[src/rtl/mux4_rr_sched.sv]
// ============================================================================
// mux4_rr_sched : round-robin grant scheduler for a 4:1 tristate-capable mux
// Rev 1.0       : initial release
// ============================================================================
`default_nettype none

module mux4_rr_sched #(
   parameter int DWELL = 4
) (
   input  logic       clk,
   input  logic       rst_n,
   input  logic [3:0] req,
   input  logic       done,
   output logic [1:0] sel,
   output logic       enable,
   output logic [3:0] grant,
   output logic       timeout
);

   localparam logic [3:0] c_dwell = 4'(DWELL);

   typedef enum logic [1:0] {
      S_IDLE  = 2'd0,
      S_GRANT = 2'd1,
      S_GAP   = 2'd2
   } state_t;

   state_t     r_state, w_state_nxt;
   logic [1:0] r_ptr, w_ptr_nxt;
   logic [1:0] r_sel, w_sel_nxt;
   logic [3:0] r_cnt, w_cnt_nxt;
   logic       r_enable, w_enable_nxt;
   logic [3:0] r_grant, w_grant_nxt;
   logic       r_timeout, w_timeout_nxt;

   logic [7:0] w_req2;
   logic [7:0] w_rot;
   logic [1:0] w_off;
   logic       w_any;
   logic [1:0] w_win;

   // Rotate requests so bit 0 is the source just after the last winner.
   always_comb begin
      w_req2 = {req, req};
      w_rot  = w_req2 >> ({1'b0, r_ptr} + 3'd1);
      w_any  = |req;
      w_off  = 2'd0;
      casez (w_rot[3:0])
         4'b???1: w_off = 2'd0;
         4'b??10: w_off = 2'd1;
         4'b?100: w_off = 2'd2;
         4'b1000: w_off = 2'd3;
         default: w_off = 2'd0;
      endcase
      w_win = r_ptr + 2'd1 + w_off;
   end

   always_comb begin
      w_state_nxt   = r_state;
      w_ptr_nxt     = r_ptr;
      w_sel_nxt     = r_sel;
      w_cnt_nxt     = r_cnt;
      w_enable_nxt  = 1'b0;
      w_timeout_nxt = 1'b0;
      case (r_state)
         S_IDLE, S_GAP: begin
            if (w_any) begin
               w_state_nxt  = S_GRANT;
               w_sel_nxt    = w_win;
               w_ptr_nxt    = w_win;
               w_cnt_nxt    = 4'd1;
               w_enable_nxt = 1'b1;
            end else begin
               w_state_nxt  = S_IDLE;
            end
         end
         S_GRANT: begin
            if (done || !req[r_sel]) begin
               w_state_nxt   = S_GAP;
            end else if (r_cnt == c_dwell) begin
               w_state_nxt   = S_GAP;
               w_timeout_nxt = 1'b1;
            end else begin
               w_cnt_nxt     = r_cnt + 4'd1;
               w_enable_nxt  = 1'b1;
            end
         end
         default: begin
            w_state_nxt = S_IDLE;
         end
      endcase
      w_grant_nxt = w_enable_nxt ? (4'b0001 << w_sel_nxt) : 4'b0000;
   end

   always_ff @(posedge clk or negedge rst_n) begin
      if (!rst_n) begin
         r_state   <= S_IDLE;
         r_ptr     <= 2'd3;
         r_sel     <= 2'd0;
         r_cnt     <= 4'd0;
         r_enable  <= 1'b0;
         r_grant   <= 4'b0000;
         r_timeout <= 1'b0;
      end else begin
         r_state   <= w_state_nxt;
         r_ptr     <= w_ptr_nxt;
         r_sel     <= w_sel_nxt;
         r_cnt     <= w_cnt_nxt;
         r_enable  <= w_enable_nxt;
         r_grant   <= w_grant_nxt;
         r_timeout <= w_timeout_nxt;
      end
   end

   assign sel     = r_sel;
   assign enable  = r_enable;
   assign grant   = r_grant;
   assign timeout = r_timeout;

endmodule

`default_nettype wire

[config.mk]
export PLATFORM = sky130hd
export DESIGN_NAME = mux4_rr_sched
export DESIGN_NICKNAME = d
export VERILOG_FILES = /design/src/rtl/mux4_rr_sched.sv
export SDC_FILE = /design/constraint.sdc
export NUM_CORES = 1
export LEC_CHECK = 0
export CAP_MARGIN = 20
export CELL_PAD_IN_SITES_DETAIL_PLACEMENT = 1
export CELL_PAD_IN_SITES_GLOBAL_PLACEMENT = 1
export CORE_MARGIN = 2
export CORE_UTILIZATION = 30
export DETAILED_ROUTE_END_ITERATION = 8
export PLACE_DENSITY_LB_ADDON = 0.3
export SETUP_SLACK_MARGIN = 0.05
export SKIP_LAST_GASP = 1
export SYNTH_ARGS = -nofsm -noshare
export SYNTH_HDL_FRONTEND = slang
export SYNTH_SLANG_ARGS = --single-unit
[constraint.sdc]
create_clock -name clk -period 3.8 [get_ports clk]
set_input_delay 0.38 -clock clk [delete_from_list [all_inputs] [get_ports clk]]
set_output_delay 0.38 -clock clk [all_outputs]
set_load 0.005 [all_outputs]
==> flow_summary.toml <==
[grt]
grt_max_degree = 17
grt_overflow = 0
grt_pass1_wl_um = 3860
grt_use_total_pct = 14.2
antenna_found_initial = 0
grt_pass1_vias = 837

[detailed_routing]
dr_wl_met3_um = 82
drtPass1Iterations = 4
wl_met1_um = 1150
ant_nets = 0
wirelength_um = 2370
vias_per_cell = 5.12
drc_errors = 0
via_count = 860
drtIter0Drc = 22
dr_wl_met2_um = 1130
top_layer = "met4"
post_drt_wl_per_cell_um = 14.1

[place]
gp_congestion = 0.789
dp_cells = 164
hpwl_um = 1690
port_buffers = 14
dp_slack_ns = 1.06

[logic_synthesis]
synthTopCellsByArea = "dfrtp_1, o21ai_0, dfstp_2, nor2_1, ha_1"
synth_seq_area_share_pct = 40.9
synth.top_cells.by_count = "dfrtp_1, o21ai_0, nor2_1, nand2_1, nand3_1"
syn-mean-instance-area_sq_um = 9.03
synth_ff_type = "dfrtp_1"
postSynthCellCount = 109
synth_fp_nets = 119
ys_warn_count = 0
ys_async_sr_fraction_pct = 100
synth_area_leader_cell = "dfrtp_1"
ys_types = 33
synth_seq_cells = 16
yosysMostFrequentCell = "dfrtp_1"
netlist_area_sq_um = 985
synth-edff-count = 0
yosysTopAreaCellShare_pct = 35.6

[sta]
maxSlewHeadroom_pct = 51.8
fin_setup_tns_ns = 0
fin_crit_sh_pct = 63.6
fmax_ghz = 0.414
finalWorstSetupSlack_ns = 1.38
rsz0062_at_grt = "no"
hold_violations = 0
period_needed_ns = 2.42
skew_ns = 0.00591
setup_viol = 0
hold_ws_ns = 0.454
slew_viol_final = 0
tightest_slew_ns = 0.721

[clock_tree]
cts_buffers = 3
clk_pin_slew_worst_paths_ns = 0.10
clock-sinks = 16
cts_tree = "yes"
worstSkewPairLatency_ns = 0.30
cts_max_path_buffers = 2
hold_buffers = 0
clockRootBuffer = "clkbuf_4"
post_cts_buffers = 0
h-tree-depth = 1
cts_resized = 0

[setup_path]
crit_chain = "clkdlybuf4s50_1, inv_1, o21ai_0, a21oi_1, o32ai_1, ha_1, nor3_1, or3b_1, nand3_1"
cp-startpoint = "req[1]"
cp-end-kind = "flip-flop"
cp_slowest_stage_delay_ns = 0.62
r2r_start = "r_ptr[1]$_DFFE_PN1P_"
worst_setup_path_start_kind = "input pin"
cp_max_fo = 8
rr_worst_depth = 7
critPathSlowestCell = "clkdlybuf4s50_1"
cp_data_required_time_ns = 4.04
criticalPathCategory = "in -> reg"
cp_data_arrival_time_ns = 2.66

[floorplanning]
core_sq_um = 3080
die_y_um = 61.3
fp-row-count = 20
initial_core_util_pct = 32.0
io-pin-count = 15
die_w_um = 61.3
die_area_sq_um = 3760

[power]
ir_drop_v = 0.000365
power_density_nw_per_um2 = 700
p_leak_uw = 0.000504

[flow_run]
cap_violations = 0

[finish]
final_core_util_pct = 38.9
drive_gt1_share_pct = 11.3
nets = 135
diodes = 0
synthToLayoutAreaGrowth_pct = 21.5
layout.cells.non_filler = 168

[worst_hold_path]
whs_path_depth = 1
hold_path_class = "reg -> reg"
hp-start = "r_state[1]$_DFFE_PN0P_"

[outcome]
status = "complete, no violations"
## power breakdown
part / switching [uW] / total [uW] / internal [uW]
logic: 208 / 407 / 199
clock network: 57.6 / 116 / 58.4
registers: 72.9 / 314 / 241
total: 339 / 838 / 499
## critical path: cells and delay by family
| family | cells | cell delay [ns] |
|---|---|---|
| AO/OA/AOI/OAI | 3 | 0.52 |
| buffers and inverters | 2 | 0.71 |
| AND/OR/NAND/NOR | 3 | 0.72 |
| adder cells (fa/ha/maj) | 1 | 0.33 |
## metal layers
metal  GRT usage [%]  up-vias
met5               0        -
met4            2.80        0
met3            4.41        2
met2            23.6       14
met1            18.2      419
li1                -      425
## final cells by class
type	instances	area, sq um
clock buffers	4	36.3
fillers	385	1880
inverters	6	22.5
well taps	44	55.1
repair buffers	14	140
multi-input cells	84	539
flip-flops and latches	16	403
## sequential cells by signal, summed over array words and instances (netlist names)
name / count
enable: 1
grant: 4
r_cnt: 4
r_ptr: 2
r_state: 2
sel: 2
timeout: 1
## kinds of logic (layout without fill, tap and decap cells)
family / count (synthesis) / after routing / share of synthesized area (%)
xor gates and xnor gates: 2 / 2 / 1.78
buffers and inverters: 9 / 24 / 4.32
muxes: 2 / 2 / 3.69
AOI/OAI and AO/OA: 26 / 26 / 16.4
DFF: 16 / 16 / 40.9
adders and majority gates: 4 / 4 / 4.96
and+or+nand+nor: 50 / 50 / 28.0
## cell usage in the layout (no fill, tap or decap), types with 2 or more instances in the layout
master / n
nor2_1: 11
nand2_1: 8
nand3_1: 7
dfstp_2: 2
o32ai_1: 3
or2_2: 4
or3b_1: 4
nand3b_1: 3
and3_1: 3
ha_1: 3
inv_1: 6
o21ai_0: 13
clkdlybuf4s50_1: 14
nor3b_1: 4
clkbuf_4: 3
dfrtp_1: 14
a21oi_1: 6
## metrics by stage
| step | area, sq um | total power (uW) |
|---|---|---|
| after floorplan | 985 | 584 |
| after global placement | 1160 | 709 |
| after detailed placement | 1160 | 724 |
| after CTS | 1200 | 848 |
| after global routing | 1200 | 917 |
| final | 1200 | 838 |
## final timing paths
kind,end,slack (ns)
setup / recovery,grant[3]$_DFF_PN0_,1.38
hold / removal,r_state[1]$_DFFE_PN0P_,0.45
setup reg to reg,grant[2]$_DFF_PN0_,1.64
hold reg to reg,r_state[1]$_DFFE_PN0P_,0.45
max in group asynchronous,grant[2]$_DFF_PN0_,2.84
min in group asynchronous,grant[0]$_DFF_PN0_,0.51
Power figures use the tool's default switching activity.
